[src/rtl/redmule_x_loader_pkg.sv]
// Purpose: shared types and constants for the RedMulE X loader.
// Latency: n/a (types, constants and a pure helper function only).
// Backpressure: n/a.
package redmule_x_loader_pkg;

    localparam int unsigned ARRAY_HEIGHT = 4;
    localparam int unsigned ARRAY_WIDTH  = 12;
    localparam int unsigned X_D          = 2;

    // Largest number of loads a single block can need (a full block of W rows).
    localparam int unsigned X_LPB_MAX = (ARRAY_WIDTH / ARRAY_HEIGHT) * X_D;

    typedef enum logic [1:0] {
        IDLE = 2'd0,
        FILL = 2'd1,
        FEED = 2'd2,
        DONE = 2'd3
    } x_loader_state_e;

    // Loads per block: rows are packed H per load slot, D slots per group.
    function automatic int unsigned x_lpb(input int unsigned rows,
                                          input int unsigned h,
                                          input int unsigned d);
        return ((rows + h - 1) / h) * d;
    endfunction

endpackage

[src/rtl/redmule_x_fifo.sv]
// Purpose: small DW x Depth input FIFO with registered head, zero when empty.
// Latency: a pushed word is visible at the head one cycle after the push.
// Backpressure: o_full derives from the registered count only, so a pop never opens a slot in the same cycle.
// Ports: i_flush empties the FIFO; i_push/i_data write (ignored when full);
//        i_pop removes the head (ignored when empty); o_data is the head.
module redmule_x_fifo #(
    parameter int unsigned DW    = 288,
    parameter int unsigned Depth = 2
) (
    input  logic          clk_i,
    input  logic          rst_ni,
    input  logic          i_flush,
    input  logic          i_push,
    input  logic [DW-1:0] i_data,
    input  logic          i_pop,
    output logic [DW-1:0] o_data,
    output logic          o_full,
    output logic          o_empty
);

    localparam int AW = (Depth > 1) ? $clog2(Depth) : 1;

    logic [DW-1:0] r_mem [Depth];
    logic [AW-1:0] r_wr_ptr;
    logic [AW-1:0] r_rd_ptr;
    logic [AW:0]   r_cnt;

    logic w_push;
    logic w_pop;

    assign o_full  = (r_cnt == (AW+1)'(Depth));
    assign o_empty = (r_cnt == '0);
    assign w_push  = i_push & ~o_full;
    assign w_pop   = i_pop & ~o_empty;
    assign o_data  = o_empty ? '0 : r_mem[r_rd_ptr];

    // Storage carries no reset; the head is masked to zero while empty.
    always_ff @(posedge clk_i) begin
        if (w_push && !i_flush) begin
            r_mem[r_wr_ptr] <= i_data;
        end
    end

    always_ff @(posedge clk_i or negedge rst_ni) begin
        if (!rst_ni) begin
            r_wr_ptr <= '0;
            r_rd_ptr <= '0;
            r_cnt    <= '0;
        end else if (i_flush) begin
            r_wr_ptr <= '0;
            r_rd_ptr <= '0;
            r_cnt    <= '0;
        end else begin
            if (w_push) r_wr_ptr <= r_wr_ptr + AW'(1);
            if (w_pop)  r_rd_ptr <= r_rd_ptr + AW'(1);
            r_cnt <= r_cnt + (AW+1)'(w_push) - (AW+1)'(w_pop);
        end
    end

endmodule

[src/rtl/redmule_x_loader.sv]
// Purpose: X buffer loader; buffers streamed X words and sequences clear/load/blck_shift/h_shift per block.
// Latency: clear strobe 1 cycle after start; loads follow as FIFO data arrives; done 1 cycle after last h_shift.
// Backpressure: x_ready_o = FIFO not full; loads stall on empty FIFO or buf_full_i; h_shift waits on engine_ready_i.
// Ports: stream in (x_valid_i/x_ready_o/x_data_i), FIFO head out (x_data_o),
//        X buffer strobes (buf_clear_o, load_o, blck_shift_o, h_shift_o), status (busy_o, done_o).
module redmule_x_loader
    import redmule_x_loader_pkg::*;
#(
    parameter int unsigned DW        = 288,
    parameter int unsigned Height    = ARRAY_HEIGHT,
    parameter int unsigned Width     = ARRAY_WIDTH,
    parameter int unsigned D         = X_D,
    parameter int unsigned FifoDepth = 2
) (
    input  logic                       clk_i,
    input  logic                       rst_ni,
    input  logic                       clear_i,
    input  logic                       start_i,
    input  logic [15:0]                n_blocks_i,
    input  logic [$clog2(Width):0]     rows_lftovr_i,
    input  logic                       x_valid_i,
    output logic                       x_ready_o,
    input  logic [DW-1:0]              x_data_i,
    output logic [DW-1:0]              x_data_o,
    input  logic                       buf_full_i,
    input  logic                       engine_ready_i,
    output logic                       buf_clear_o,
    output logic                       load_o,
    output logic                       blck_shift_o,
    output logic                       h_shift_o,
    output logic                       busy_o,
    output logic                       done_o
);

    localparam int LW = $clog2(Width / Height * D) + 1;
    localparam int HW = $clog2(Height) + 1;
    localparam int RW = $clog2(Width) + 1;

    x_loader_state_e r_state;
    logic [LW-1:0]   r_ld_cnt;
    logic [HW-1:0]   r_h_cnt;
    logic [15:0]     r_blk_cnt;
    logic [15:0]     r_n_blocks;
    logic [RW-1:0]   r_rows;
    logic            r_buf_clear;
    logic            r_blck_shift;
    logic            r_done;

    logic            w_empty;
    logic            w_full;
    logic            w_load;
    logic            w_h_shift;
    logic            w_last_blk;
    logic [LW-1:0]   w_lpb;

    redmule_x_fifo #(
        .DW    (DW),
        .Depth (FifoDepth)
    ) i_x_fifo (
        .clk_i   (clk_i),
        .rst_ni  (rst_ni),
        .i_flush (clear_i),
        .i_push  (x_valid_i & ~w_full),
        .i_data  (x_data_i),
        .i_pop   (w_load),
        .o_data  (x_data_o),
        .o_full  (w_full),
        .o_empty (w_empty)
    );

    assign w_last_blk = (r_blk_cnt == (r_n_blocks - 16'd1));
    // Only the last block may be short; all earlier blocks carry W rows.
    assign w_lpb = w_last_blk ? LW'(x_lpb(32'(r_rows), Height, D))
                              : LW'(x_lpb(Width, Height, D));

    // The clear cycle (first FILL cycle) must not also load, and the
    // blck_shift cycle (first FEED cycle) must not also h_shift.
    assign w_load    = (r_state == FILL) & ~r_buf_clear & ~w_empty & ~buf_full_i;
    assign w_h_shift = (r_state == FEED) & ~r_blck_shift & engine_ready_i;

    assign x_ready_o    = ~w_full;
    assign load_o       = w_load;
    assign h_shift_o    = w_h_shift;
    assign blck_shift_o = r_blck_shift;
    assign buf_clear_o  = r_buf_clear;
    assign done_o       = r_done;
    assign busy_o       = (r_state != IDLE);

    always_ff @(posedge clk_i or negedge rst_ni) begin
        if (!rst_ni) begin
            r_state      <= IDLE;
            r_ld_cnt     <= '0;
            r_h_cnt      <= '0;
            r_blk_cnt    <= '0;
            r_n_blocks   <= '0;
            r_rows       <= '0;
            r_buf_clear  <= 1'b0;
            r_blck_shift <= 1'b0;
            r_done       <= 1'b0;
        end else if (clear_i) begin
            r_state      <= IDLE;
            r_ld_cnt     <= '0;
            r_h_cnt      <= '0;
            r_blk_cnt    <= '0;
            r_n_blocks   <= '0;
            r_rows       <= '0;
            r_buf_clear  <= 1'b0;
            r_blck_shift <= 1'b0;
            r_done       <= 1'b0;
        end else begin
            r_buf_clear  <= 1'b0;
            r_blck_shift <= 1'b0;
            r_done       <= 1'b0;
            unique case (r_state)
                IDLE: begin
                    if (start_i) begin
                        r_n_blocks  <= (n_blocks_i == 16'd0) ? 16'd1 : n_blocks_i;
                        r_rows      <= (rows_lftovr_i == '0) ? RW'(Width) : rows_lftovr_i;
                        r_ld_cnt    <= '0;
                        r_h_cnt     <= '0;
                        r_blk_cnt   <= '0;
                        r_buf_clear <= 1'b1;
                        r_state     <= FILL;
                    end
                end
                FILL: begin
                    if (w_load) begin
                        r_ld_cnt <= r_ld_cnt + LW'(1);
                        if ((r_ld_cnt + LW'(1)) == w_lpb) begin
                            r_blck_shift <= 1'b1;
                            r_state      <= FEED;
                        end
                    end
                end
                FEED: begin
                    if (w_h_shift) begin
                        if ((r_h_cnt + HW'(1)) == HW'(Height)) begin
                            if (w_last_blk) begin
                                r_h_cnt <= r_h_cnt + HW'(1);
                                r_done  <= 1'b1;
                                r_state <= DONE;
                            end else begin
                                r_blk_cnt <= r_blk_cnt + 16'd1;
                                r_ld_cnt  <= '0;
                                r_h_cnt   <= '0;
                                r_state   <= FILL;
                            end
                        end else begin
                            r_h_cnt <= r_h_cnt + HW'(1);
                        end
                    end
                end
                DONE: begin
                    r_ld_cnt  <= '0;
                    r_h_cnt   <= '0;
                    r_blk_cnt <= '0;
                    r_state   <= IDLE;
                end
                default: r_state <= IDLE;
            endcase
        end
    end

endmodule

[config.mk]
export PLATFORM = sky130hd
export DESIGN_NAME = redmule_x_loader
export DESIGN_NICKNAME = d
export VERILOG_FILES = /design/src/rtl/redmule_x_loader_pkg.sv /design/src/rtl/redmule_x_fifo.sv /design/src/rtl/redmule_x_loader.sv
export SDC_FILE = /design/constraint.sdc
export NUM_CORES = 1
export LEC_CHECK = 0
export CAP_MARGIN = 20
export CELL_PAD_IN_SITES_DETAIL_PLACEMENT = 0
export CELL_PAD_IN_SITES_GLOBAL_PLACEMENT = 1
export CORE_ASPECT_RATIO = 0.6
export CORE_MARGIN = 3
export CORE_UTILIZATION = 25
export DETAILED_ROUTE_END_ITERATION = 16
export PLACE_DENSITY = 0.6
export SYNTH_ARGS = -nofsm -noshare
export SYNTH_HDL_FRONTEND = slang
export SYNTH_SLANG_ARGS = --single-unit
[constraint.sdc]
create_clock -name clk_i -period 53.5 [get_ports clk_i]
set_clock_uncertainty 0.05 [all_clocks]
set_input_delay 10.7 -clock clk_i [delete_from_list [all_inputs] [get_ports clk_i]]
set_output_delay 10.7 -clock clk_i [all_outputs]
set_load 0.1 [all_outputs]
# ---- Word-level counts from Yosys, hierarchy flattened
# Memories as Yosys holds them, arrays and structs flattened.
# Index checks and enable logic that the tools add are counted.
dict set report totals {
  output_inout_bits 295
  inputBits 316
  elab_cells 122
  register_bits 53
  ram_bits 576
  memories 1
}
dict set report classes {
  add_sub_neg 10
  muxes 56
  eq_ne 13
  n_bitwise 13
  reduce_logical 17
}
# name words word_bits rd rd_ports_with_merged_regs write_ports line
set memory_table {}
lappend memory_table {i_x_fifo.r_mem 2 288 1 0 1 redmule_x_fifo.sv:23} ;# logic [DW-1:0] r_mem [Depth];
# op n
set op_table {}
lappend op_table {{288-bit two-way mux} 1}
lappend op_table {{16-bit two-way mux} 9}
lappend op_table {{16-bit case mux with 3 select lines} 1}
lappend op_table {{4-bit two-way mux} 7}
lappend op_table {{5-bit two-way mux} 4}
lappend op_table {{1-bit two-way mux} 18}
lappend op_table {{16-bit by 1-bit adder with 16-bit output (second input constant)} 1}
lappend op_table {{16-bit equality test} 1}
lappend op_table {{16-bit zero test} 1}
lappend op_table {{2-bit two-way mux} 8}
lappend op_table {{4-bit case mux with 4 select lines} 1}
lappend op_table {{16-bit by 1-bit subtractor with 16-bit output (second input constant)} 1}
lappend op_table {{3-bit two-way mux} 5}
lappend op_table {{5-bit AND reduction} 3}
lappend op_table {{2-bit nonzero test} 5}
lappend op_table {{3-bit by 2-bit != test with 1-bit output (second input constant)} 3}
lappend op_table {{3-bit != test (second input constant)} 3}
lappend op_table {{3-bit case mux with 3 select lines} 1}
lappend op_table {{1-bit AND} 8}
lappend op_table {{2-bit case mux with 4 select lines} 1}
lappend op_table {{2-bit equality test (second input constant)} 3}
lappend op_table {{5-bit by 3-bit adder with 5-bit output (second input constant)} 1}
lappend op_table {{5-bit zero test} 1}
lappend op_table {{1-bit NOT} 5}
lappend op_table {{15 further kinds} 17}

# ---- Logic depth before layout (Yosys ltp)
# Gate-level depths: netlist of run 1.
dict set report depth {
  word_depth 8
  ltp_mapped 12
  depth_no_buf 11
}

# ---- Modules after synthesis
# Synthesis of run 1 repeated with hierarchy kept, for this count alone.
dict set report hier_totals {
  cells_unflattened 1586
  area_unflattened_um2 25212.9
}
# module seq_area_each_um2 cells_per_inst n_inst area_per_inst_um2
set modules_own_cells {}
lappend modules_own_cells {redmule_x_fifo 17396.7 1239 1 22026.1}
lappend modules_own_cells {redmule_x_loader 1226.2 347 1 3186.8}

# ---- Least setup slack after synthesis of run 1
# No wires, ideal clock.
dict set report synth_path {
  path_type {input-to-reg}
  startpoint {input clear_i}
  endpoint {memory i_x_fifo.r_mem[1][0], enable pin}
  arrival_ps 31720
  cell_stages 2
  required_ps 52100
  slack_ps 20380
  path_buffers 1
  setup_ps 1350
  path_cell_list {clkbuf_1 nor3b_1}
}
dict set report synth_between {
  elab_chain_cells 4
}
# element line
set synth_lines {}
lappend synth_lines {{start, declared} redmule_x_loader.sv:17} ;# input logic clear_i,
lappend synth_lines {{1-bit zero test} redmule_x_fifo.sv:39} ;# if (w_push && !i_flush) begin
lappend synth_lines {{1-bit logical AND} redmule_x_fifo.sv:39}
lappend synth_lines {{1-bit two-way mux} redmule_x_fifo.sv:39}
lappend synth_lines {{1-bit two-way mux (not written as such)} redmule_x_fifo.sv:40} ;# r_mem[r_wr_ptr] <= i_data;
lappend synth_lines {{end, declared} redmule_x_fifo.sv:23}
# No other way between the ends.

# ---- Worst setup path in the final report of run 1
dict set report layout_path {
  startpoint {input buf_full_i}
  endpoint {output load_o}
}
dict set report layout_between {
  elab_chain_cells 2
}
# element line
set layout_lines {}
lappend layout_lines {{start, declared} redmule_x_loader.sv:25} ;# input logic buf_full_i,
lappend layout_lines {{1-bit NOT} redmule_x_loader.sv:78} ;# assign w_load = (r_state == FILL) & ~r_buf_clear & ~w_empty & ~buf_full_i;
lappend layout_lines {{1-bit AND} redmule_x_loader.sv:78}
lappend layout_lines {{end, declared} redmule_x_loader.sv:28} ;# output logic load_o,
# No other way between the ends.

==> results of run 1 <==
-- logic make-up (layout without fill, tap and decap cells) --
group | Yosys count | after routing | share of synthesized area (%)
DFF | 629 | 629 | 75.0
and+or+nand+nor | 419 | 419 | 7.16
muxes | 290 | 290 | 11.7
buffers and inverters | 100 | 778 | 1.56
AOI/OAI and AO/OA | 84 | 84 | 2.70
xor gates and xnor gates | 40 | 40 | 1.41
adders and majority gates | 10 | 10 | 0.504
other | 0 | 8 | 0
-- power by group --
| group | switching [mW] | total [mW] | internal [mW] |
|---|---|---|---|
| combinational | 0.865 | 1.10 | 0.230 |
| sequential | 0.0168 | 0.604 | 0.588 |
| clock | 0.204 | 0.493 | 0.289 |
-- layout by cell type, fill, tap and decap left out, types with 4 or more instances in the layout --
master,count
a21oi_1,13
a31oi_1,4
edfxtp_1,576
nor2_1,321
and3_1,4
ha_1,10
a211oi_1,6
clkinv_1,9
a2111oi_2,5
xor2_1,13
o21ai_0,7
a22o_1,19
clkbuf_16,69
nor3_1,10
inv_1,21
nand2b_1,9
buf_4,19
clkbuf_1,6
diode_2,8
inv_6,7
bufinv_16,10
nor4_1,10
buf_12,4
nand2_1,23
mux2i_1,290
xnor2_1,27
nand3_1,11
a21o_1,4
clkinv_2,12
or2_2,4
clkdlybuf4s50_1,609
dfrtp_1,52
-- routing by layer --
layer	GRT usage (%)	wire (µm)	part of all wire (%)	vias to the layer above
met1	16.1	29100	41	7698
met5	0	77	0.11	-
met2	22.6	35800	51	336
li1	-	-	-	7115
met4	4.05	1760	2.5	10
met3	4.16	4060	5.7	121
-- Yosys cell counts, types with 13 or more instances --
| cell type | count |
|---|---|
| edfxtp_1 | 576 |
| nor2_1 | 322 |
| mux2i_1 | 290 |
| dfrtp_1 | 53 |
| clkbuf_1 | 47 |
| buf_1 | 29 |
| xnor2_1 | 27 |
| nand2_1 | 23 |
| inv_1 | 21 |
| a22o_1 | 19 |
| a21oi_1 | 13 |
| xor2_1 | 13 |
-- flip-flops by register name (all words and copies together) (netlist names), 2 cells and up --
name,cells
i_x_fifo.r_mem,576
r_blk_cnt,16
r_n_blocks,16
r_rows,5
r_ld_cnt,4
r_h_cnt,3
i_x_fifo.r_cnt,2
r_state,2
-- how the worst min path moves through the flow --
stage | from | to | slack (ps) | cells after the start
after floorplan | r_h_cnt[2]$_DFFE_PN0P_ | r_h_cnt[2]$_DFFE_PN0P_ | 400 | 2
after global placement | r_h_cnt[2]$_DFFE_PN0P_ | r_h_cnt[2]$_DFFE_PN0P_ | 410 | 2
after detailed placement | r_h_cnt[2]$_DFFE_PN0P_ | r_h_cnt[2]$_DFFE_PN0P_ | 420 | 2
after CTS | r_h_cnt[2]$_DFFE_PN0P_ | r_h_cnt[2]$_DFFE_PN0P_ | 430 | 2
after global routing | r_h_cnt[2]$_DFFE_PN0P_ | r_h_cnt[2]$_DFFE_PN0P_ | 450 | 2
final | r_h_cnt[2]$_DFFE_PN0P_ | r_h_cnt[2]$_DFFE_PN0P_ | 430 | 2
-- critical path, stage by stage --
cell             delay (ps)
clkdlybuf4s50_1         420
nor4_1                  270
buf_4                   220
clkdlybuf4s50_1        1150
-- through the flow --
step | setup slack [ps] | hold slack [ps] | power (mW) | instance area, µm²
detailed placement | 30000 | 416 | 1.72 | 32500
floorplan | 20380 | 399 | 1.46 | 24800
global placement | 29910 | 411 | 1.71 | 32500
finish | 30000 | 425 | 2.19 | 34900
CTS | 29990 | 428 | 2.22 | 34900
global route | 29890 | 448 | 2.27 | 34900
-- cell type report --
cell class / count / area [µm²]
Antenna cell: 8 / 20.0
Inverter: 21 / 78.8
Sequential cell: 629 / 18600
Tap cell: 1305 / 1630
Clock inverter: 47 / 584
Fill cell: 9360 / 62400
Clock buffer: 75 / 1750
Timing Repair Buffer: 635 / 6380
Multi-Input combinational cell: 843 / 5840
==> impl_metrics.csv, run 1 <==
group,metric,value,unit
drt,vias,15280,
setup_path,worstPathRequired,42750,ps
power,powerDensity,62.8,nW/µm²
logic_synthesis,synthTopCellsByArea,"edfxtp_1, mux2i_1, dfrtp_1",
setup_path,startpoint,"buf_full_i",
logic_synthesis,ys_async_sr_fraction,8.43,%
floorplan,die_y,250,µm
sta,rsz0062_at_grt,"false",
clock_tree,ctsHoldBuffers,0,
final_layout,drive_gt1_share,6.80,%
floorplan,core-area,97300,µm²
grt,grt_start_max_net_pins,203,
placement,hpwl,48300,µm
grt,gr-total-overflow,0,
drt,drt_first_iter_violations,852,
clock_tree,cts.sinks,629,
final_layout,fin_nets,2523,
setup_path,ff2ff_path_depth,11,
logic_synthesis,ys_types,59,
setup_path,crit_type,"input port to primary output",
drt,wire_per_inst,19.9,µm
clock_tree,cts_htree_levels,3,
sta,slew_headroom,20.4,%
clock_tree,clock_path_buffers,3,
power,ir_drop,0.0539,mV
final_layout,area_delta_synth_final,40.6,%
clock_tree,cts_buffers,67,
grt,grt_pass1_wl,104000,µm
flow_run,cap_violations,0,
setup_path,r2r_start,"r_n_blocks[0]$_DFFE_PN0P_",
logic_synthesis,synth_largest_area_cell,"edfxtp_1",
setup_path,r2r-end,"r_ld_cnt[1]$_DFFE_PN0P_",
sta,setup_viol,0,
sta,drv_slew,0,
final_layout,stdcell_count,3563,
setup_path,crit_fanout,7,
sta,worst_pin_slew,1190,ps
grt,grt_antenna_before_repair,14,
setup_path,critPathArrivalTime,12750,ps
placement,dp_cells,3432,
logic_synthesis,synth-edff-count,576,
clock_tree,post_cts_resize_count,0,
placement,place_congestion,0.780,
drt,ant_nets,0,
sta,min_period,23500,ps
clock_tree,clk_pin_slew,50,ps
sta,max_freq,42.6,MHz
setup_path,end_kind,"primary output",
placement,portBuffers,610,
logic_synthesis,seq_area_frac_synth,75.0,%
clock_tree,cts_tree,"yes",
sta,fin_setup_tns,0,ps
floorplan,ios,611,
floorplan,dieArea,103000,µm²
drt,wl,70800,µm
drt,first_pass_iters,4,
drt,vias_per_cell,4.29,
logic_synthesis,ys.flop_type,"edfxtp_1",
floorplan,dieWidth,413,µm
sta,fin_crit_sh,43.9,%
clock_tree,cts_root_buf,"clkbuf_16",
logic_synthesis,ys_warn_count,0,
logic_synthesis,synth-seq-cells,629,
drt,drcViolationCount,0,
run_status,status,"finished, final reports clean",
logic_synthesis,syn-num-nets,1898,
setup_path,cp-endpoint,"load_o",
logic_synthesis,netlist_area,24800,µm²
grt,grt_pass1_vias,15970,
logic_synthesis,synth_area_per_cell,15.8,µm²
grt,grt_usage,13.3,%
power,leakage,11.3,nW
clock_tree,cts_setup_buffers,0,
setup_path,start_kind,"input port",
logic_synthesis,synth_top_area_share,69.6,%
logic_synthesis,synth_cells,1572,
sta,hold_viol,0,
floorplan,start_util,25.5,%
clock_tree,worst_skew_pair.late_latency,640,ps
hold_path,hp-class,"register to register",
setup_path,reg2reg_setup_slack,49690,ps
final_layout,postLayoutCoreUtil,35.9,%
floorplan,rows,88,
Note: power is estimated with default switching activity, not from simulation.
==> inputs of run 2 (changes only) <==
--- a/config.mk
+++ b/config.mk
@@ -12,7 +12,7 @@
 export CORE_MARGIN = 3
 export CORE_UTILIZATION = 25
 export DETAILED_ROUTE_END_ITERATION = 16
-export PLACE_DENSITY = 0.6
+export PLACE_DENSITY = 0.62
 export SYNTH_ARGS = -nofsm -noshare
 export SYNTH_HDL_FRONTEND = slang
 export SYNTH_SLANG_ARGS = --single-unit
==> constraint.sdc (replaced) <==
create_clock -name clk_i -period 20.6 [get_ports clk_i]
set_clock_uncertainty 0.05 [all_clocks]
set_input_delay 4.12 -clock clk_i [delete_from_list [all_inputs] [get_ports clk_i]]
set_output_delay 4.12 -clock clk_i [all_outputs]
set_load 0.1 [all_outputs]
==> run 2 against run 1 <==
Sequential power rose to 2.6 times the previous value. Non-clock buffer count rose by 1. Clock power rose by 150%. Critical path depth decreased by 1. First-iteration DRC count decreased by 8.0%. Sequential cell count did not move. Combinational power grew to 2.6 times the previous value. Core utilization decreased by 0.12 points.
==> impl_metrics.csv, run 2 (synthesized netlist as in run 1, its figures left out) <==
group,metric,value,unit
final_layout,largest-register,"i_x_fifo.r_mem",
floorplan,ios,611,
floorplan,core-area,97300,µm²
power,p_total,5.62,mW
setup_path,cp_top_family,"buffers and inverters",
clock_tree,post_cts_resize_count,0,
final_layout,layout_common_cells,"clkdlybuf4s50_1, edfxtp_1, nor2_1, mux2i_1, clkbuf_16",
flow_run,cap_violations,0,
final_layout,top_regs,"i_x_fifo.r_mem x576, r_blk_cnt x16, r_n_blocks x16",
placement,place_area,32500,µm²
setup_path,crit_type,"input port to primary output",
sta,hold_viol,0,
sta,min_period,10350,ps
clock_tree,ctsHoldBuffers,0,
power,powerDensity,161,nW/µm²
setup_path,crit_fanout,2,
grt,grt_antenna_before_repair,12,
final_layout,area_delta_synth_final,40.1,%
grt,grt_usage,13.1,%
sta,drv_slew,0,
sta,rsz0062_at_grt,"false",
run_status,status,"finished, final reports clean",
sta,max_freq,96.6,MHz
drt,ant_nets,0,
drt,first_pass_iters,5,
clock_tree,cts_tree,"yes",
setup_path,critPathArrivalTime,6180,ps
drt,wl,69100,µm
setup_path,crit_top_cell,"clkdlybuf4s50_1",
floorplan,die_y,250,µm
sta,worst_pin_slew,1100,ps
placement,place_congestion,0.767,
clock_tree,cts_htree_levels,3,
setup_path,cp_cell_sequence,"clkdlybuf4s50_1, nor4_1, clkdlybuf4s50_1",
floorplan,rows,88,
sta,fin_crit_sh,50.2,%
clock_tree,cts_setup_buffers,0,
setup_path,worstPathRequired,16430,ps
floorplan,start_util,25.5,%
final_layout,multi_input_area,5860,µm²
final_layout,seqCellArea,18600,µm²
floorplan,dieWidth,413,µm
sta,setup_viol,0,
clock_tree,cts_buffers,66,
final_layout,fin_area,34800,µm²
grt,gr-total-overflow,0,
setup_path,critPathBufInv,2,
clock_tree,worst_skew_pair.late_latency,640,ps
hold_path,hp-class,"register to register",
drt,vias_per_cell,4.25,
clock_tree,clk_pin_slew,60,ps
placement,hpwl,46700,µm
grt,grt_start_max_net_pins,191,
sta,worst_slack,10250,ps
final_layout,largest_reg_flops,576,
drt,drcViolationCount,0,
sta,slew_headroom,26.5,%
final_layout,fillers,9375,
setup_path,start_kind,"input port",
drt,vias,15159,
final_layout,drive_gt1_share,6.53,%
setup_path,critPathMaxStageDelay,1220,ps
final_layout,layout_commonest_cell,"clkdlybuf4s50_1",
power,ir_drop,0.107,mV
power,leakage,11.2,nW
grt,grt_pass1_wl,102000,µm
placement,dp_slack,10250,ps
clock_tree,cts.sinks,629,
drt,drt_first_iter_violations,784,
floorplan,dieArea,103000,µm²
clock_tree,cts_root_buf,"clkbuf_16",
final_layout,fin_nets,2523,
setup_path,cp_slowest_cell,"clkdlybuf4s50_1",
drt,wire_per_inst,19.4,µm
grt,grt_pass1_vias,15939,
sta,fin_setup_tns,0,ps
placement,portBuffers,610,
sta,holdWs,452,ps
clock_tree,clock_path_buffers,3,
setup_path,end_kind,"primary output",
run 2: area by class of cell:
class                      instances  share of cell area [%]
antenna                            8                  0.0575
clock buffer                      77                    4.86
clock inverter                    44                    1.45
inverter                          21                   0.227
multi-input combinational        843                    16.8
sequential                       629                    53.5
tap                             1305                    4.69
timing repair buffer             636                    18.4
run 2: stage by stage:
step / std cells / util [%]
finish: 3563 / 35.8
global route: 3561 / 35.7
CTS: 3553 / 35.7
detailed placement: 3432 / 33.4
global placement: 3430 / 33.4
floorplan: 1572 / -
run 2: worst paths after layout:
check	start	to	slack, ps	cells past startpoint
min in group asynchronous	rst_ni	r_blk_cnt[5]$_DFFE_PN0P_	3580	2
max	buf_full_i	load_o	10250	3
min reg2reg	r_h_cnt[2]$_DFFE_PN0P_	r_h_cnt[2]$_DFFE_PN0P_	450	2
min	r_h_cnt[2]$_DFFE_PN0P_	r_h_cnt[2]$_DFFE_PN0P_	450	2
max reg2reg	r_n_blocks[0]$_DFFE_PN0P_	r_ld_cnt[0]$_DFFE_PN0P_	16920	11
max in group asynchronous	rst_ni	i_x_fifo.r_rd_ptr$_DFFE_PN0P_	16370	2
run 2: where the power goes:
part           switching, mW  internal (mW)  leakage, nW
Sequential            0.0415           1.53         6.00
Clock                  0.529          0.681         1.08
Combinational           2.24          0.598         4.16
run 2: metal layers:
metal / vias to the layer above / wire [µm] / track usage, %
met4: 8 / 1800 / 3.96
met5: - / 58 / 0
met1: 7616 / 27900 / 15.6
li1: 7096 / - / -
met3: 111 / 4210 / 4.40
met2: 328 / 35100 / 22.3
run 2: worst min-delay path, delay by kind of cell (launching register included):
family	cells	cell delay, ps
flip-flops	1	350
AND/OR/NAND/NOR	1	60
AO/OA/AOI/OAI	1	60
